--- config.mk ---
export PLATFORM = sky130hd
export DESIGN_NAME = nibble_sort_ctrl
export DESIGN_NICKNAME = d
export VERILOG_FILES = /design/src/rtl/sort_pkg.sv /design/src/rtl/comp4.sv /design/src/rtl/nibble_sort_ctrl.sv
export SDC_FILE = /design/constraint.sdc
export NUM_CORES = 1
export LEC_CHECK = 0
export CORE_ASPECT_RATIO = 0.75
export CORE_MARGIN = 5
export CORE_UTILIZATION = 26
export DETAILED_ROUTE_END_ITERATION = 12
export PLACE_DENSITY_LB_ADDON = 0.05
export SLEW_MARGIN = 15
export SYNTH_ARGS = -nofsm -noshare
export SYNTH_HDL_FRONTEND = slang
export SYNTH_SLANG_ARGS = --single-unit
--- constraint.sdc ---
create_clock -name clk -period 6.15 [get_ports clk]
set_clock_uncertainty 0.1 [all_clocks]
set_input_delay 1.23 -clock clk [delete_from_list [all_inputs] [get_ports clk]]
set_output_delay 1.23 -clock clk [all_outputs]
set_load 0.01 [all_outputs]
--- src/rtl/sort_pkg.sv ---
// Shared constants for the nibble sort sequencer: state encoding and datapath widths.
package sort_pkg;

    localparam int unsigned ELEM_W = 4;
    localparam int unsigned CNT_W  = 6;

    typedef enum logic [1:0] {
        IDLE = 2'd0,
        SORT = 2'd1,
        DONE = 2'd2
    } state_e;

endpackage

--- src/rtl/comp4.sv ---
// Unsigned 4-bit comparator: eq when a == b, lt when a < b.
module comp4 (
    input  logic [3:0] a,
    input  logic [3:0] b,
    output logic       eq,
    output logic       lt
);

    assign eq = (a == b);
    assign lt = (a < b);

endmodule

--- src/rtl/nibble_sort_ctrl.sv ---
// Bubble-sort sequencer for N nibbles, one compare-and-swap per clock through a shared comp4.
// Define SORT_EARLY_EXIT_EN to finish as soon as a full pass makes no swaps.
module nibble_sort_ctrl
    import sort_pkg::*;
#(
    parameter int unsigned N = 4
) (
    input  logic                  clk,
    input  logic                  rst,
    input  logic                  start,
    input  logic [ELEM_W*N-1:0]   data_in,
    output logic                  busy,
    output logic                  done,
    output logic [ELEM_W*N-1:0]   data_out,
    output logic [CNT_W-1:0]      swap_count
);

    localparam int unsigned IDX_W = (N > 2) ? $clog2(N) : 1;
    localparam logic [IDX_W-1:0] LAST = IDX_W'(N - 2);

    state_e                       state_q, state_d;
    logic [IDX_W-1:0]             j_q, j_d;
    logic [IDX_W-1:0]             pass_q, pass_d;
    logic [CNT_W-1:0]             cnt_q, cnt_d;
    logic [N-1:0][ELEM_W-1:0]     work_q, work_d;
    logic                         busy_q, busy_d;
    logic                         done_q, done_d;
    logic [ELEM_W*N-1:0]          dout_q, dout_d;
    logic [CNT_W-1:0]             swaps_q, swaps_d;
`ifdef SORT_EARLY_EXIT_EN
    logic                         swapped_q, swapped_d;
`endif

    logic [IDX_W-1:0]             jn;
    logic                         cmp_eq;
    logic                         cmp_lt;
    logic                         do_swap;
    logic                         last_pass;

    assign jn = j_q + IDX_W'(1);

    // Comparator a is the upper element of the pair, so lt means the pair is out of order.
    comp4 u_comp4 (
        .a  (work_q[jn]),
        .b  (work_q[j_q]),
        .eq (cmp_eq),
        .lt (cmp_lt)
    );

    assign do_swap = cmp_lt & ~cmp_eq;

    // Next-state, datapath and output logic.
    always_comb begin
        state_d   = state_q;
        j_d       = j_q;
        pass_d    = pass_q;
        cnt_d     = cnt_q;
        work_d    = work_q;
        dout_d    = dout_q;
        swaps_d   = swaps_q;
        busy_d    = 1'b0;
        done_d    = 1'b0;
        last_pass = 1'b0;
`ifdef SORT_EARLY_EXIT_EN
        swapped_d = swapped_q;
`endif

        case (state_q)
            IDLE: begin
                if (start) begin
                    work_d  = data_in;
                    j_d     = '0;
                    pass_d  = '0;
                    cnt_d   = '0;
`ifdef SORT_EARLY_EXIT_EN
                    swapped_d = 1'b0;
`endif
                    state_d = SORT;
                end
            end
            SORT: begin
                if (do_swap) begin
                    work_d[j_q] = work_q[jn];
                    work_d[jn]  = work_q[j_q];
                    cnt_d       = cnt_q + CNT_W'(1);
`ifdef SORT_EARLY_EXIT_EN
                    swapped_d   = 1'b1;
`endif
                end
                if (j_q == LAST) begin
                    j_d       = '0;
                    pass_d    = pass_q + IDX_W'(1);
                    last_pass = (pass_q == LAST);
`ifdef SORT_EARLY_EXIT_EN
                    last_pass = last_pass | ~(swapped_q | do_swap);
                    swapped_d = 1'b0;
`endif
                    // Publish the result on entry so it is visible alongside done.
                    if (last_pass) begin
                        dout_d  = work_d;
                        swaps_d = cnt_d;
                        state_d = DONE;
                    end
                end else begin
                    j_d = jn;
                end
            end
            DONE: begin
                state_d = IDLE;
            end
            default: begin
                state_d = IDLE;
            end
        endcase

        busy_d = (state_d != IDLE);
        done_d = (state_d == DONE);
    end

    always_ff @(posedge clk) begin
        if (rst) begin
            state_q   <= IDLE;
            j_q       <= '0;
            pass_q    <= '0;
            cnt_q     <= '0;
            work_q    <= '0;
            busy_q    <= 1'b0;
            done_q    <= 1'b0;
            dout_q    <= '0;
            swaps_q   <= '0;
`ifdef SORT_EARLY_EXIT_EN
            swapped_q <= 1'b0;
`endif
        end else begin
            state_q   <= state_d;
            j_q       <= j_d;
            pass_q    <= pass_d;
            cnt_q     <= cnt_d;
            work_q    <= work_d;
            busy_q    <= busy_d;
            done_q    <= done_d;
            dout_q    <= dout_d;
            swaps_q   <= swaps_d;
`ifdef SORT_EARLY_EXIT_EN
            swapped_q <= swapped_d;
`endif
        end
    end

    assign busy       = busy_q;
    assign done       = done_q;
    assign data_out   = dout_q;
    assign swap_count = swaps_q;

endmodule

# --- After elaboration in Yosys (flattened, before gate mapping) ---
# Index checks and enable logic that the tools add are counted.
op_classes:
  n_addsub: 3
  order_cmp: 5
  n_eq_ne: 7
  n_mux: 25
  bitwise: 2
  n_reduce_logical: 8
ops:
  columns: ["cell", "n"]
  rows:
  - ["$bwmux W16", 2]
  - ["$mux W16", 2]
  - ["$pmux W16 S2", 1]
  - ["$bmux W4 S2", 2]
  - ["$demux W4 S2", 2]
  - ["$mux W4", 4]
  - ["$mux W2", 6]
  - ["$mux W6", 2]
  - ["$pmux W2 S2", 3]
  - ["$pmux W6 S2", 1]
  - ["$add A6 B1 Y6 const B", 1]
  - ["$eq A2 B2 Y1 const B", 3]
  - ["$lt A2 B3 Y1 const B", 2]
  - ["$reduce_and A3 Y1", 2]
  - ["$add A2 B1 Y2 const B", 2]
  - ["$eq A4 B4 Y1", 1]
  - ["$ge A2 B1 Y1 const B", 2]
  - ["$lt A4 B4 Y1", 1]
  - ["$ne A2 B2 Y1 const B", 2]
  - ["$reduce_bool A2 Y1", 2]
  - ["$eq A2 B1 Y1 const B", 1]
  - ["$logic_and A1 B1 Y1", 2]
  - ["$logic_not A2 Y1", 1]
  - ["$reduce_and A2 Y1", 1]
  - ["2 further kinds", 2]
totals:
  regBits: 52
  inputBits: 19
  output_inout_bits: 24
  word_cells: 62

# --- Logic depth before layout (Yosys ltp) ---
# Gate-level depths: netlist of run 1.
depth:
  depth_word: 8
  ltp_mapped: 15
  depth_no_buf: 11

# --- Modules after synthesis ---
# Synthesis of run 1 repeated with hierarchy kept, for this count alone.
hier_totals:
  hier_cells: 353
  area_unflattened_um2: 3074.2
modules_own_cells:
  columns: ["module", "n_inst", "cells_each", "area_each_um2", "seq_area_each_um2"]
  rows:
  - ["nibble_sort_ctrl", 1, 339, 2971.6, 1041.0]
  - ["comp4", 1, 14, 102.6, 0.0]

# --- Worst setup path before layout of run 1 ---
# No wires, ideal clock.
synth_path:
  kind: "register to register"
  from: "reg j_q[0]"
  to: "reg cnt_q[3]"
  setup_ns: 0.074
  t_arrival_ns: 3.305
  required_time_ns: 5.976
  path_slack_ns: 2.671
  stages_incl_launch_ff: 16
  n_path_buf: 4
  period_less_slack_ns: 3.479
  path_cell_list: "dfxtp_1 > buf_6 > inv_1 > ha_1 > buf_2 > buf_2 > mux2_2 > nor2_1 > a21oi_1 > ha_1 > o21ai_0 > nor2b_1 > clkbuf_1 > o211ai_1 > or3_1 > o21ai_0"
synth_between:
  elab_chain_cells: 8
  word_cells_on_any_way: 11
  cone_classes: "add/sub: 1; order compare: 1; eq/ne: 1; mux: 6; bitwise: 2"
synth_lines:
  columns: ["item", "line", "rtl"]
  rows:
  - ["start, declared", "nibble_sort_ctrl.sv:22", "logic [IDX_W-1:0] j_q, j_d;"]
  - ["start signal, assigned", "nibble_sort_ctrl.sv:136", "j_q <= j_d;"]
  - ["branches (longest 5 deep; another with $lt A4 B4 Y1)", null, null]
  - ["$and A1 B1 Y1 *", "nibble_sort_ctrl.sv:50", "assign do_swap = cmp_lt & ~cmp_eq;"]
  - ["$mux W6 *", "nibble_sort_ctrl.sv:82", "if (do_swap) begin"]
  - ["$pmux W6 S2 *", "nibble_sort_ctrl.sv:68", "case (state_q)"]
  - ["end signal, assigned", "nibble_sort_ctrl.sv:138", "cnt_q <= cnt_d;"]
  - ["end, declared", "nibble_sort_ctrl.sv:24", "logic [CNT_W-1:0] cnt_q, cnt_d;"]
# Every way passes the cells marked *. The select of a mux whose other input is x is not followed.
# A chain may end at the register's enable or synchronous reset.

# --- Worst setup path in the final report of run 1 ---
layout_path:
  from: "reg j_q[0]"
  to: "reg work_q[1] (netlist name)"
layout_between:
  elab_chain_cells: 8
  word_cells_on_any_way: 23
  cone_classes: "add/sub: 1; order compare: 5; eq/ne: 1; mux: 12; bitwise: 2; reduce/logical: 2"
layout_lines:
  columns: ["item", "line", "rtl"]
  rows:
  - ["branches (longest 6 deep; another with $lt A4 B4 Y1)", null, null]
  - ["$mux W16 *", "nibble_sort_ctrl.sv:82", null]
  - ["$pmux W16 S2 *", "nibble_sort_ctrl.sv:68", null]
  - ["end signal, assigned", "nibble_sort_ctrl.sv:139", "work_q <= work_d;"]
  - ["end, declared", "nibble_sort_ctrl.sv:25", "logic [N-1:0][ELEM_W-1:0] work_q, work_d;"]
# Marks and branches as above.

==> results of run 1 <==
-- metal layers --
layer	global-route usage, %	vias up	part of all wire (%)
met1	23.8	1538	53
met5	0	-	0
li1	-	1543	-
met4	2.61	0	0.61
met3	2.79	7	3.9
met2	25.1	77	43
-- path summary, 6_finish.rpt --
path / depth (start not counted) / slack [ns] / to
worst min-delay path: 2 / 0.35 / data_out[3]
worst max register to register: 12 / 1.57 / work_q[1]
worst min register to register: 2 / 0.35 / data_out[3]
worst max-delay path: 12 / 1.57 / work_q[1]
-- power by group --
group | internal (W) | switching (W) | leakage (nW)
combinational | 0.000103 | 0.000189 | 0.851
clock | 0.000163 | 0.000131 | 0.0701
sequential | 0.000352 | 0.0000265 | 0.423
-- Yosys cell counts (all sizes together) (4+ instances only) --
master and count:
buf 10, nor2 28, a221o 5, nand2 32
mux2i 11, a222oi 5, a32oi 4, inv 13
dfxtp 52, nand2b 9, o21ai 38, o211ai 7
mux2 12, a31oi 11, nand3 5, a22oi 7
ha 14, nor3b 7, clkbuf 14, nor3 4
nor2b 4, o22ai 17, a21oi 28
-- stage by stage --
stage,instance area [sq um],std cells
after floorplan,3200,386
final,3940,587
after global placement,3790,579
after CTS,3940,587
after global routing,3940,587
after detailed placement,3790,579
-- sequential cells by signal, indices dropped and copies added, names as in the netlist --
| register | cells |
|---|---|
| done | 1 |
| data_out | 16 |
| j_q | 2 |
| work_q | 16 |
| cnt_q | 6 |
| busy | 1 |
| state_q | 2 |
| pass_q | 2 |
| swap_count | 6 |
-- area by class of cell --
| cell class | count | area [sq um] | area share, % |
|---|---|---|---|
| clock buffers | 7 | 143 | 3.62 |
| well taps | 166 | 208 | 5.27 |
| repair buffers | 51 | 488 | 12.4 |
| multi-input cells | 297 | 2010 | 50.9 |
| inverters | 13 | 48.8 | 1.24 |
| clock inverters | 1 | 7.51 | 0.190 |
| flip-flops and latches | 52 | 1040 | 26.4 |
-- cells by family after synthesis --
group                    Yosys count  share of synthesized area, %
AO/OA/AOI/OAI                    148                          30.2
AND/OR/NAND/NOR                  104                          15.9
flip-flops                        52                          32.5
buffers and inverters             37                          4.84
multiplexers                      26                          9.76
adder cells (fa/ha/maj)           14                          5.47
XOR/XNOR                           5                          1.37
-- cell usage in the layout (no fill, tap or decap), drive strengths merged, types with 9 or more instances in the layout --
cell / Yosys / final
a21oi: 28 / 28
a31oi: 11 / 11
buf: 10 / 9
clkdlybuf4s50: 0 / 42
dfxtp: 52 / 52
ha: 14 / 14
inv: 13 / 13
mux2: 12 / 12
mux2i: 11 / 11
nand2: 32 / 32
nand2b: 9 / 9
nor2: 28 / 28
o21ai: 38 / 38
o22ai: 17 / 17
-- worst max-delay path: cells and delay by family, from the launching register on --
| kind | cells | cell delay (ns) |
|---|---|---|
| adder cells (fa/ha/maj) | 2 | 1.07 |
| AND/OR/NAND/NOR | 3 | 0.88 |
| buffers and inverters | 3 | 0.83 |
| multiplexers | 2 | 0.70 |
| AO/OA/AOI/OAI | 2 | 0.62 |
| flip-flops | 1 | 0.31 |
==> impl_metrics.py, run 1 <==
metrics = {
    "finish": {
        "drive_gt1_share_pct": 8.55,
        "post-route-util_pct": 32.4,
        "syn2layout_area_growth_pct": 23.1,
        "num_antenna_cells": 0,
        "fillers": 1337,
        "final_net_count": 453,
    },
    "route": {
        "dr.pass1.iters": 4,
        "via_per_inst": 5.39,
        "drc_errors": 0,
        "vias": 3165,
        "ant_nets": 0,
        "wl_per_cell_um": 20.2,
        "wl_um": 11900,
        "drt-initial-drc-count": 227,
    },
    "floorplan": {
        "num_rows": 35,
        "dieHeight_um": 106,
        "core_sq_um": 12200,
        "start_util_pct": 26.3,
        "die_x_um": 138,
        "io_pins": 43,
        "dieArea_sq_um": 14700,
    },
    "worst_setup_path": {
        "max_stage_delay_ns": 0.78,
        "cp-end-kind": "register",
        "worstPathRequired_ns": 6.28,
        "worst_ep_arrival_time_ns": 4.71,
        "slowest_stage": "ha_1",
        "cp_max_fo": 32,
        "timing.rr.start": "j_q[0]",
        "path_cells": "buf_4, inv_1, ha_1, mux2_2, mux2i_1, ha_1, nor2b_1, o21a_1, nor2_1, buf_4, or4_1, a21oi_1",
        "crit_start": "j_q[0]",
        "critPathKind": "reg2reg",
        "worstSetupStartpointType": "register",
    },
    "yosys": {
        "netlist.area_leader.share_pct": 32.5,
        "synth-warning-count": 0,
        "synth_ff_type": "dfxtp_1",
        "yosys.area.top_type": "dfxtp_1",
        "synthesis.nets": 419,
        "ys_ff_latch": 52,
        "synth-edff-count": 0,
        "syn_area_sq_um": 3200,
        "yosys-top-cells-area": "dfxtp_1, o21ai_0, ha_1, a21oi_1, mux2_2",
        "ys_types": 52,
        "synth.avg_cell_area_sq_um": 8.30,
        "synth_seq_area_share_pct": 32.5,
        "synthArstFlopShare_pct": 0,
        "synth_cells": 386,
    },
    "place": {
        "gp_congestion": 0.851,
        "place_ws_ns": 1.64,
        "io_buffers": 42,
        "place_hpwl_um": 9130,
    },
    "pwr": {
        "ir_worst_vdd_uv": 112,
        "pwr_density_cell_nw_per_um2": 244,
        "power_w": 0.000964,
        "p_leak_nw": 1.34,
    },
    "clocking": {
        "clk-insertion-delay-late_ns": 0.30,
        "clk_pin_slew_ns": 0.07,
        "cts_setup_buffers": 0,
        "clockBufferDepth": 2,
        "root_buffer": "clkbuf_16",
        "cts_resized": 0,
        "htreeDepth": 2,
        "numCtsBuffers": 5,
        "holdBufCountCts": 0,
        "cts.sinks": 52,
        "cts_tree": "yes",
    },
    "global_routing": {
        "grt_pass1_vias": 3176,
        "grt_overflow": 0,
        "antenna_found_initial": 0,
        "grt_pass1_wl_um": 18800,
        "grt_usage_pct": 16.2,
        "grt_max_degree": 33,
    },
    "job": {
        "drv_cap": 0,
    },
    "timing": {
        "rsz0062_at_grt": "no",
        "period_minus_slack_ns": 4.58,
        "slew_headroom_pct": 50.6,
        "setup_viol": 0,
        "layout_setup_ws_ns": 1.57,
        "tightestPinTransition_ns": 0.741,
        "hold_slack_ns": 0.351,
        "fin_setup_tns_ns": 0,
        "hold_viol_final": 0,
        "final_max_slew_viol_count": 0,
        "timing.fmax_mhz": 219,
        "period_share_pct": 74.4,
    },
    "status": {
        "status": "completed",
    },
    "worst_hold_path": {
        "hp-class": "reg2reg",
        "hp-start": "data_out[3]",
    },
}
Power figures use the tool's default switching activity.
==> inputs of run 2 (changes only) <==
==> constraint.sdc (replaced) <==
create_clock -name clk -period 4.1 [get_ports clk]
set_clock_uncertainty 0.1 [all_clocks]
set_input_delay 0.82 -clock clk [delete_from_list [all_inputs] [get_ports clk]]
set_output_delay 0.82 -clock clk [all_outputs]
set_load 0.01 [all_outputs]
==> impl_metrics.py, run 2 (same netlist as run 1, synthesis figures left out) <==
metrics = {
    "status": {
        "status": "completed",
    },
    "worst_setup_path": {
        "crit_start": "j_q[1]",
        "path_cells": "inv_1, ha_1, buf_4, mux2i_1, a21oi_1, ha_1, inv_1, o21a_1, nor2_1, o21ai_0, o21ai_0",
        "cp-endpoint": "work_q[12]",
        "slowest_stage": "nor2_1",
        "path_buf_inv": 3,
        "crit_cells": 11,
        "max_stage_delay_ns": 0.78,
        "timing.rr.start": "j_q[1]",
        "rr_worst_depth": 11,
        "path_delay_family": "compound AO/OA/AOI/OAI gates",
        "worstSetupStartpointType": "register",
        "worstPathRequired_ns": 4.23,
        "reg2reg_to": "work_q[12]",
        "regToRegSetupSlack_ns": 0.47,
        "critPathKind": "reg2reg",
        "worst_ep_arrival_time_ns": 3.75,
        "cp_max_fo": 14,
        "cp-end-kind": "register",
    },
    "route": {
        "via_per_inst": 5.39,
        "wl_um": 11700,
        "vias": 3197,
        "ant_nets": 0,
        "drt-initial-drc-count": 242,
        "dr.pass1.iters": 7,
        "drc_errors": 0,
        "wl_per_cell_um": 19.7,
    },
    "pwr": {
        "switchingPower_w": 0.000540,
        "pwr_density_cell_nw_per_um2": 393,
        "seqPwrFrac_pct": 35.7,
        "p_int_w": 0.00104,
        "combPwrFrac_pct": 28.5,
        "p_clk_share_pct": 35.7,
        "p_leak_nw": 1.40,
        "p_sw_share_pct": 34.1,
        "ir_worst_vdd_uv": 201,
    },
    "clocking": {
        "cts_resized": 0,
        "clockBufferDepth": 2,
        "clk-insertion-delay-late_ns": 0.30,
        "root_buffer": "clkbuf_16",
        "numCtsBuffers": 5,
        "cts_setup_buffers": 0,
        "holdBufCountCts": 0,
        "htreeDepth": 2,
        "cts_tree": "yes",
        "cts.sinks": 52,
        "clk_pin_slew_ns": 0.07,
    },
    "floorplan": {
        "dieArea_sq_um": 14700,
        "io_pins": 43,
        "num_rows": 35,
        "dieHeight_um": 106,
        "die_x_um": 138,
        "core_sq_um": 12200,
        "start_util_pct": 26.3,
    },
    "worst_hold_path": {
        "hp-class": "reg2reg",
        "min_delay_path_depth": 2,
    },
    "job": {
        "drv_cap": 0,
    },
    "finish": {
        "drive_gt1_share_pct": 10.1,
        "final_net_count": 459,
        "syn2layout_area_growth_pct": 25.8,
        "fillers": 1318,
        "finalInstanceArea_sq_um": 4030,
        "num_antenna_cells": 0,
        "final_common_cell": "dfxtp_1",
        "post-route-util_pct": 33.1,
        "final_cell_mix": "dfxtp_1, clkdlybuf4s50_1, o21ai_0",
    },
    "global_routing": {
        "grt_max_degree": 32,
        "antenna_found_initial": 0,
        "grt_overflow": 0,
        "grt_pass1_wl_um": 18500,
        "grt_usage_pct": 15.8,
        "grt_pass1_vias": 3106,
    },
    "place": {
        "place_hpwl_um": 8830,
        "postPlaceCellArea_sq_um": 3840,
        "gp_congestion": 0.872,
        "io_buffers": 42,
    },
    "timing": {
        "period_minus_slack_ns": 3.63,
        "hold_viol_final": 0,
        "tightestPinTransition_ns": 1.02,
        "final_max_slew_viol_count": 0,
        "slew_headroom_pct": 32.1,
        "setup_viol": 0,
        "timing.fmax_mhz": 276,
        "period_share_pct": 88.5,
        "fin_setup_tns_ns": 0,
        "rsz0062_at_grt": "no",
    },
}
==> run 2: power by group through the flow <==
stage / Clock [W] / Sequential, W / Combinational (W)
2_1_floorplan: 0 / 0.000561 / 0.000290
3_3_place_gp: 0 / 0.000579 / 0.000459
3_5_place_dp: 0 / 0.000578 / 0.000449
4_1_cts: 0.000581 / 0.000566 / 0.000451
5_1_grt: 0.000600 / 0.000570 / 0.000497
6_report: 0.000566 / 0.000566 / 0.000452
==> run 2: per-stage QoR <==
stage	power [W]	cells	hold slack (ns)	setup slack [ns]
2_1_floorplan	0.000850	386	0.351	0.621
3_3_place_gp	0.00104	585	0.338	0.608
3_5_place_dp	0.00103	585	0.347	0.501
4_1_cts	0.00160	593	0.365	0.490
5_1_grt	0.00167	593	0.386	0.187
6_report	0.00158	593	0.356	0.472
==> run 2: worst min path at each step <==
stage	from	to	slack, ns
6_report	data_out[3]	data_out[3]	0.36
5_1_grt	data_out[6]	data_out[6]	0.39
4_1_cts	data_out[3]	data_out[3]	0.36
3_5_place_dp	data_out[3]	data_out[3]	0.35
3_3_place_gp	data_out[3]	data_out[3]	0.34
2_1_floorplan	cnt_q[5]	cnt_q[5]	0.35
==> run 2: layout make-up <==
type | count | area (sq um) | area share [%]
repair buffers | 57 | 533 | 13.2
flip-flops and latches | 52 | 1040 | 25.8
multi-input cells | 297 | 2010 | 49.8
clock buffers | 5 | 125 | 3.10
inverters | 13 | 48.8 | 1.21
clock inverters | 3 | 68.8 | 1.71
well taps | 166 | 208 | 5.15
==> run 2: tightest hold or removal path: cells and delay by family (launching register included) <==
kind / cells / cell delay (ns)
AO/OA/AOI/OAI: 1 / 0.05
flip-flops: 1 / 0.33
AND/OR/NAND/NOR: 1 / 0.04
==> run 2: per-layer routing <==
| metal | share of wire (%) | vias to the layer above | track usage [%] |
|---|---|---|---|
| met4 | 0.56 | 0 | 2.05 |
| met1 | 52 | 1560 | 24.0 |
| li1 | - | 1546 | - |
| met5 | 0 | - | 0 |
| met2 | 42 | 82 | 23.6 |
| met3 | 4.8 | 9 | 3.15 |
